[config.mk]
export PLATFORM = sky130hd
export DESIGN_NAME = fre_meas_sched
export DESIGN_NICKNAME = d
export VERILOG_FILES = /design/src/rtl/fre_meas_sched.sv
export SDC_FILE = /design/constraint.sdc
export NUM_CORES = 1
export LEC_CHECK = 0
export ABC_CLOCK_PERIOD_IN_PS = 8100
export CAP_MARGIN = 20
export CORE_MARGIN = 4
export CORE_UTILIZATION = 40
export DETAILED_ROUTE_END_ITERATION = 10
export GPL_ROUTABILITY_DRIVEN = 0
export PLACE_DENSITY_LB_ADDON = 0.1
export REMOVE_ABC_BUFFERS = 1
export SLEW_MARGIN = 0
export SYNTH_ARGS = -nofsm -noshare
export SYNTH_HDL_FRONTEND = slang
export SYNTH_SLANG_ARGS = --single-unit
export TNS_END_PERCENT = 1
[constraint.sdc]
create_clock -name clk_100M -period 8.1 [get_ports clk_100M]
set_input_delay 1.62 -clock clk_100M [delete_from_list [all_inputs] [get_ports clk_100M]]
set_output_delay 1.62 -clock clk_100M [all_outputs]
set_load 0.02 [all_outputs]
[src/rtl/fre_meas_sched.sv]
// rtl/fre_meas_sched.sv - time-shares one reciprocal M/N frequency measurer across CH_NUM channels
`timescale 1ns/1ps
module fre_meas_sched #(
    parameter int          CH_NUM     = 4,
    parameter int          CH_W       = $clog2(CH_NUM),
    parameter int          CLR_CYC    = 4,
    parameter int          SETTLE_CYC = 16,
    parameter int          DISCARD_N  = 1,
    parameter logic [31:0] TIMEOUT    = 32'd250_000_000
) (
    input  logic              clk_100M,
    input  logic              rst,
    input  logic              run,
    input  logic [CH_NUM-1:0] ch_en,
    input  logic              req_valid,
    input  logic [CH_W-1:0]   req_ch,
    output logic              req_ready,
    input  logic              irq_in,
    input  logic [31:0]       M_in,
    input  logic [31:0]       N_in,
    output logic [CH_W-1:0]   sel,
    output logic              meas_clr,
    output logic              busy,
    output logic              res_valid,
    output logic [CH_W-1:0]   res_ch,
    output logic [31:0]       res_M,
    output logic [31:0]       res_N,
    output logic              res_to
);

    typedef enum logic [2:0] {
        S_IDLE,
        S_SWITCH,
        S_SETTLE,
        S_DISCARD,
        S_WAIT,
        S_CAPTURE,
        S_NEXT
    } state_t;

    state_t            state_q, state_d;
    logic [CH_W-1:0]   sel_q, sel_d;
    logic [CH_W-1:0]   rr_q, rr_d;
    logic [CH_W-1:0]   rr_pick, rr_idx;
    logic              rr_found;
    logic [15:0]       cnt_q, cnt_d;
    logic [31:0]       to_q, to_d, to_nxt;
    logic [7:0]        disc_q, disc_d, disc_nxt;
    logic              irq_q, irq_fall, timed_out;
    logic              clr_q, busy_q;
    logic              req_ready_q, req_ready_d;
    logic              res_valid_q, res_valid_d;
    logic [CH_W-1:0]   res_ch_q, res_ch_d;
    logic [31:0]       res_m_q, res_m_d, res_n_q, res_n_d;
    logic              res_to_q, res_to_d;

    assign irq_fall  = irq_q & ~irq_in;
    assign to_nxt    = to_q + 32'd1;
    assign timed_out = (to_nxt >= TIMEOUT);
    assign disc_nxt  = disc_q + 8'd1;

    // First enabled channel strictly after the last scanned one, wrapping.
    always_comb begin
        rr_pick  = rr_q;
        rr_found = 1'b0;
        rr_idx   = '0;
        for (int i = 1; i <= CH_NUM; i++) begin
            rr_idx = CH_W'((int'(rr_q) + i) % CH_NUM);
            if (!rr_found && ch_en[rr_idx]) begin
                rr_pick  = rr_idx;
                rr_found = 1'b1;
            end
        end
    end

    always_comb begin
        state_d     = state_q;
        sel_d       = sel_q;
        rr_d        = rr_q;
        cnt_d       = cnt_q;
        to_d        = to_q;
        disc_d      = disc_q;
        req_ready_d = 1'b0;
        res_valid_d = 1'b0;
        res_ch_d    = res_ch_q;
        res_m_d     = res_m_q;
        res_n_d     = res_n_q;
        res_to_d    = res_to_q;
        case (state_q)
            S_IDLE, S_NEXT: begin
                // Host requests do not move the round-robin pointer.
                if (req_valid) begin
                    state_d     = S_SWITCH;
                    sel_d       = req_ch;
                    req_ready_d = 1'b1;
                    cnt_d       = '0;
                end else if (run && rr_found) begin
                    state_d = S_SWITCH;
                    sel_d   = rr_pick;
                    rr_d    = rr_pick;
                    cnt_d   = '0;
                end else begin
                    state_d = S_IDLE;
                end
            end
            S_SWITCH: begin
                if (cnt_q == 16'(CLR_CYC - 1)) begin
                    state_d = S_SETTLE;
                    cnt_d   = '0;
                end else begin
                    cnt_d = cnt_q + 16'd1;
                end
            end
            S_SETTLE: begin
                if (cnt_q == 16'(SETTLE_CYC - 1)) begin
                    state_d = (DISCARD_N == 0) ? S_WAIT : S_DISCARD;
                    to_d    = '0;
                    disc_d  = '0;
                end else begin
                    cnt_d = cnt_q + 16'd1;
                end
            end
            S_DISCARD: begin
                to_d = to_nxt;
                if (timed_out) begin
                    state_d     = S_NEXT;
                    res_valid_d = 1'b1;
                    res_ch_d    = sel_q;
                    res_m_d     = '0;
                    res_n_d     = '0;
                    res_to_d    = 1'b1;
                end else if (irq_fall) begin
                    disc_d = disc_nxt;
                    if (disc_nxt >= 8'(DISCARD_N)) begin
                        state_d = S_WAIT;
                    end
                end
            end
            S_WAIT: begin
                to_d = to_nxt;
                // A gate ending on the timeout cycle is still a valid measurement.
                if (irq_fall) begin
                    state_d = S_CAPTURE;
                end else if (timed_out) begin
                    state_d     = S_NEXT;
                    res_valid_d = 1'b1;
                    res_ch_d    = sel_q;
                    res_m_d     = '0;
                    res_n_d     = '0;
                    res_to_d    = 1'b1;
                end
            end
            S_CAPTURE: begin
                state_d     = S_NEXT;
                res_valid_d = 1'b1;
                res_ch_d    = sel_q;
                res_m_d     = M_in;
                res_n_d     = N_in;
                res_to_d    = 1'b0;
            end
            default: begin
                state_d = S_IDLE;
            end
        endcase
    end

    always_ff @(posedge clk_100M or posedge rst) begin
        if (rst) begin
            state_q     <= S_IDLE;
            sel_q       <= '0;
            rr_q        <= CH_W'(CH_NUM - 1);
            cnt_q       <= '0;
            to_q        <= '0;
            disc_q      <= '0;
            irq_q       <= 1'b0;
            clr_q       <= 1'b1;
            busy_q      <= 1'b0;
            req_ready_q <= 1'b0;
            res_valid_q <= 1'b0;
            res_ch_q    <= '0;
            res_m_q     <= '0;
            res_n_q     <= '0;
            res_to_q    <= 1'b0;
        end else begin
            state_q     <= state_d;
            sel_q       <= sel_d;
            rr_q        <= rr_d;
            cnt_q       <= cnt_d;
            to_q        <= to_d;
            disc_q      <= disc_d;
            irq_q       <= irq_in;
            clr_q       <= (state_d == S_SWITCH);
            busy_q      <= (state_d != S_IDLE);
            req_ready_q <= req_ready_d;
            res_valid_q <= res_valid_d;
            res_ch_q    <= res_ch_d;
            res_m_q     <= res_m_d;
            res_n_q     <= res_n_d;
            res_to_q    <= res_to_d;
        end
    end

    assign sel       = sel_q;
    assign meas_clr  = clr_q;
    assign busy      = busy_q;
    assign req_ready = req_ready_q;
    assign res_valid = res_valid_q;
    assign res_ch    = res_ch_q;
    assign res_M     = res_m_q;
    assign res_N     = res_n_q;
    assign res_to    = res_to_q;

endmodule

# Yosys cells after proc, flatten, opt, wreduce, memory -nomap -nowiden
# Index checks and enable logic that the tools add are counted.
# classes
order_cmp,6
add_sub_neg,7
muxes,56
n_reduce_logical,22
bitwise,3
eq_ne,15
# op_table
operator,n
32-bit one-hot mux with 3 select lines,2
32-bit 2-to-1 mux,5
16-bit 2-to-1 mux,4
32-bit one-hot mux with 2 select lines,1
16-bit one-hot mux with 3 select lines,1
"32-bit by 1-bit adder with 32-bit output, second input constant",1
"32-bit by 28-bit greater-or-equal comparator with 1-bit output, second input constant",1
8-bit 2-to-1 mux,3
3-bit 2-to-1 mux,7
3-bit one-hot mux with 6 select lines,1
"16-bit by 1-bit adder with 16-bit output, second input constant",1
"16-bit by 2-bit == test with 1-bit output, second input constant",1
"16-bit by 4-bit == test with 1-bit output, second input constant",1
1-bit 2-to-1 mux,16
2-bit 2-to-1 mux,8
8-bit one-hot mux with 2 select lines,1
"2-bit by 3-bit < comparator with 1-bit output, second input constant",4
"2-bit != test, second input constant",5
"3-bit == test, second input constant",3
3-bit nonzero test,3
"8-bit by 1-bit adder with 8-bit output, second input constant",1
1-bit binary-select mux with 2-bit select,4
"8-bit by 1-bit greater-or-equal comparator with 1-bit output, second input constant",1
"3-bit by 1-bit == test with 1-bit output, second input constant",2
16 further kinds,32
# totals
inputBits,75
elab_cells,124
reg_bits,135
output_inout_bits,73

# Longest topological paths before layout
# logic_depth
depth_word,18
depth_mapped,13
mapped_depth_nobuf,10

# Worst setup path after synthesis
# Ideal clock, no wire load.
# synth_path
path_kind,input port to flip-flop
from,input ch_en[0]
to,register cnt_q[13]
stages,9
path_buffers,0
t_arrival_ns,3.131
t_required_ns,7.966
slack_ns,4.835
cell_sequence,o41ai_1 nand2b_1 o21ai_0 a211o_1 or3_1 nor2_1 nand4_1 xor2_1 nor2_1
# synth_between
elab_chain_len,15
word_cells_on_any_way,21
cone_classes,eq/ne: 1; mux: 12; reduce/logical: 8
# synth_rtl
element,line_no,source
from (decl),14,"input logic [CH_NUM-1:0] ch_en,"
1-bit binary-select mux with 2-bit select,69,if (!rr_found && ch_en[rr_idx]) begin
1-bit 2-to-1 mux (implied by the code),69,
1-bit 2-to-1 mux,69,
1-bit logical NOT,69,
1-bit logical AND,69,
1-bit 2-to-1 mux,69,
1-bit logical NOT,69,
1-bit logical AND,69,
1-bit 2-to-1 mux,69,
1-bit logical NOT,69,
1-bit logical AND,69,
1-bit 2-to-1 mux (*),69,
1-bit logical AND (*),97,end else if (run && rr_found) begin
3-bit != test (no source line) (*),-,
3-bit AND reduction (no source line) (*),-,
to (signal assigned),188,cnt_q <= cnt_d;
to (decl),46,"logic [15:0] cnt_q, cnt_d;"
# Mark *: on every way between the ends. The rest lies on a longest branch, timed or not. The select of a mux whose other input is x is not followed.
# A chain may end at the register's enable or synchronous reset.

# Worst setup path in the final report
# layout_path
from,register to_q[0]
to,"register res_ch_q[1], in the netlist res_ch[1]"
# layout_between
elab_chain_len,5
# layout_rtl
element,line_no,source
from (decl),47,"logic [31:0] to_q, to_d, to_nxt;"
from (signal assigned),189,to_q <= to_d;
32-bit by 1-bit adder with 32-bit output (*),58,assign to_nxt = to_q + 32'd1;
32-bit by 28-bit greater-or-equal comparator with 1-bit output (*),59,assign timed_out = (to_nxt >= TIMEOUT);
2-bit 2-to-1 mux (*),-,
2-bit 2-to-1 mux,-,
2-bit one-hot mux with 3 select lines (*),-,
to (signal assigned),196,res_ch_q <= res_ch_d;
to (decl),53,"logic [CH_W-1:0] res_ch_q, res_ch_d;"
# Marks and branches as above.

==> summary.txt <==
Via count: 6006
Fin. Hold Viols: 0
Slew Viols, Final: 0
Starting density of the core: 40.7%
Status: complete, no violations
Post-Syn Area: 6750 um^2
Most frequent cell after synthesis: dfrtp_1
First-pass GRT wire length: 30100 um
Final Cycle Share: 50.9%
GRT Total Usage: 19.9%
Setup crit end: res_ch[1]$_DFFE_PP0P_
Core Area: 16600 um^2
Seq cells post-synth: 135
Skew final: 0.00959 ns
Synth Flop Type: dfrtp_1
FF-to-FF path depth: 11
DR iter-0 viols: 412
Slowest cell on crit path: nor3_1
Instance count of the mapped netlist: 676
Signal arrival time at the worst endpoint: 4.41 ns
Clock-pin slew on the worst setup and hold paths: 0.06 ns
Leakage: 3.81 nW
Power Density: 322 nW/um^2
RSZ-0062 raised after global routing: false
Rows: 47
CP peak stage delay: 0.64 ns
Sequential area share after synthesis: 50.1%
Max Freq: 243 MHz
Syn avg cell area: 9.99 um^2
Crit path cell chain: ha_1 > nand2_1 > nor3_1 > a31oi_1 > a2111oi_0 > o41ai_1 > nand4_2 > a22oi_1 > nor2_4 > buf_4 > mux2_1
WP depth: 11
Post-layout min period: 4.12 ns
Post-DP HPWL: 13000 um
Clock root cell: clkbuf_16
Setup tns final: 0 ns
Final Instance Area: 8940 um^2
Placed Area: 8360 um^2
Vias in the first global route: 5696
Required time of the critical path: 8.39 ns
Htree depth: 4
Final nets: 885
Most frequent cells after synthesis: dfrtp_1 (132), a22o_1 (65), o21ai_0 (57)
Initial antenna violation count: 0
Slew HR: 50.9%
FF-to-FF Start: to_q[0]$_DFFE_PP0P_
Peak supply drop: 0.170 mV
Top cell type by total area after synthesis: dfrtp_1
Fin Hold WS: 0.495 ns
Number of vias per cell: 5.78
Final setup vio count: 0
CP Capture Type: register
CP bufs+invs: 1
Die Y-Extent: 138 um
# hold bufs at CTS: 0
Final ANT Viol Nets: 0
Most area-consuming cells after synthesis: dfrtp_1 (49%), a22o_1 (8.4%), o21ai_0 (4.2%)
Async S/R FF share, synth: 100%
DRC Markers: 0
CTS tree: done
Number of flops mapped to enable cells by yosys: 0
Total Wirelength: 19000 um
MaxCap Viol Count: 0
Worst skew pair latency: 0.41 ns
Drt first pass iters: 5
Largest net degree at the start of global routing: 81
Slew of the pin with the lowest slew margin: 0.733 ns
Overflow left after global routing: 0
Post-cts resize count: 0
ANT cells: 0
Hold WC Path Type: reg -> reg
Port bufs: 147
# IOs: 148
Post-CTS Setup Bufs: 0
Die Wd: 138 um
Max Root-Sink Buffers: 2
CP Max Fanout: 67
CP startpoint kind: register
CP Class: reg -> reg
Clk sinks: 135
Placed Cells: 1006
DR WL/cell: 18.3 um
Share of cells above drive strength 1: 7.20%
Die ar.: 19000 um^2
Count of different cell masters after synthesis: 70
Utilization after layout: 53.9%
FF-to-FF End: res_ch[1]$_DFFE_PP0P_
Crit path from: to_q[0]$_DFFE_PP0P_
CTS buffer count: 17
Non-Filler Instances: 1039
Synth Warn #: 0
Reg2reg setup slack: 3.98 ns
Cell family with most CP delay: simple AND/OR/NAND/NOR gates
Area Growth Syn to Fin: 32.4%
Yosys top cell area share: 48.9%
[where the power goes]
| part | internal, mW | switching [mW] | total, mW |
|---|---|---|---|
| clock network | 0.409 | 0.302 | 0.711 |
| registers | 0.871 | 0.133 | 1.00 |
| logic | 0.531 | 0.631 | 1.16 |
| total | 1.81 | 1.07 | 2.88 |
[worst register-to-register path: cells and delay by family, from the launching register on]
family | cells | cell delay [ns]
simple gates | 4 | 1.18
mux | 1 | 0.41
flops | 1 | 0.41
buf+inv | 1 | 0.57
fa+ha+maj | 1 | 0.30
compound gates | 4 | 1.13
[flip-flops by register name (all words and copies together), names as in the netlist]
register and count:
res_N 32, to_q 32, req_ready 1, irq_q 1, cnt_q 16, res_valid 1, meas_clr 1, res_M 32
res_to 1, sel 2, rr_q 2, busy 1, res_ch 2, disc_q 8, state_q 3
[cell families (layout without fill, tap and decap cells)]
family	count (synthesis)	after routing	share of synthesized area, %
buffers and inverters	52	195	3.65
and+or+nand+nor	240	240	18.5
adders and majority gates	4	4	0.741
muxes	8	8	1.24
xor gates and xnor gates	21	21	2.72
AOI/OAI and AO/OA	216	216	23.0
DFF	135	135	50.1
[through the flow]
stage / power (mW) / setup WS, ns
3_3_place_gp: 2.16 / 3.89
5_1_grt: 3.05 / 3.74
4_1_cts: 2.91 / 4.04
3_5_place_dp: 2.18 / 3.81
2_1_floorplan: 1.64 / 2.87
6_report: 2.88 / 3.98
[area by class of cell]
cell class | count | area [um^2]
repair buffers | 155 | 1550
inverters | 8 | 32.5
clock buffers | 19 | 453
flip-flops and latches | 135 | 3380
clock inverters | 13 | 98.8
well taps | 220 | 275
multi-input cells | 489 | 3140
fillers | 1480 | 7650
[how the worst min path moves through the flow]
stage,startpoint,to,cells past startpoint
after global routing,res_M[12]$_DFFE_PP0P_,res_M[12]$_DFFE_PP0P_,1
after floorplan,to_q[31]$_DFFE_PP0P_,to_q[31]$_DFFE_PP0P_,1
after CTS,res_M[11]$_DFFE_PP0P_,res_M[11]$_DFFE_PP0P_,1
final,res_N[27]$_DFFE_PP0P_,res_N[27]$_DFFE_PP0P_,1
after detailed placement,res_N[2]$_DFFE_PP0P_,res_N[2]$_DFFE_PP0P_,1
after global placement,res_ch[0]$_DFFE_PP0P_,res_ch[0]$_DFFE_PP0P_,1
[layer usage]
layer | vias up | global-route usage (%) | share of wire (%)
met2 | 251 | 31.2 | 46
met4 | 0 | 6.15 | 1.5
met3 | 18 | 6.02 | 9.2
met1 | 2937 | 26.5 | 43
li1 | 2800 | - | -
met5 | - | 0 | 0
[layout by cell type, fill, tap and decap left out, types with 14 or more instances in the layout]
master and instances:
a21oi_1 21, nand2_1 56, nor2_1 53, o21ai_0 56
clkbuf_16 17, a22o_1 65, clkdlybuf4s50_1 147, nor3_1 15
nand4_1 14, nand3_1 28, dfrtp_1 132
Power figures use the tool's default switching activity.
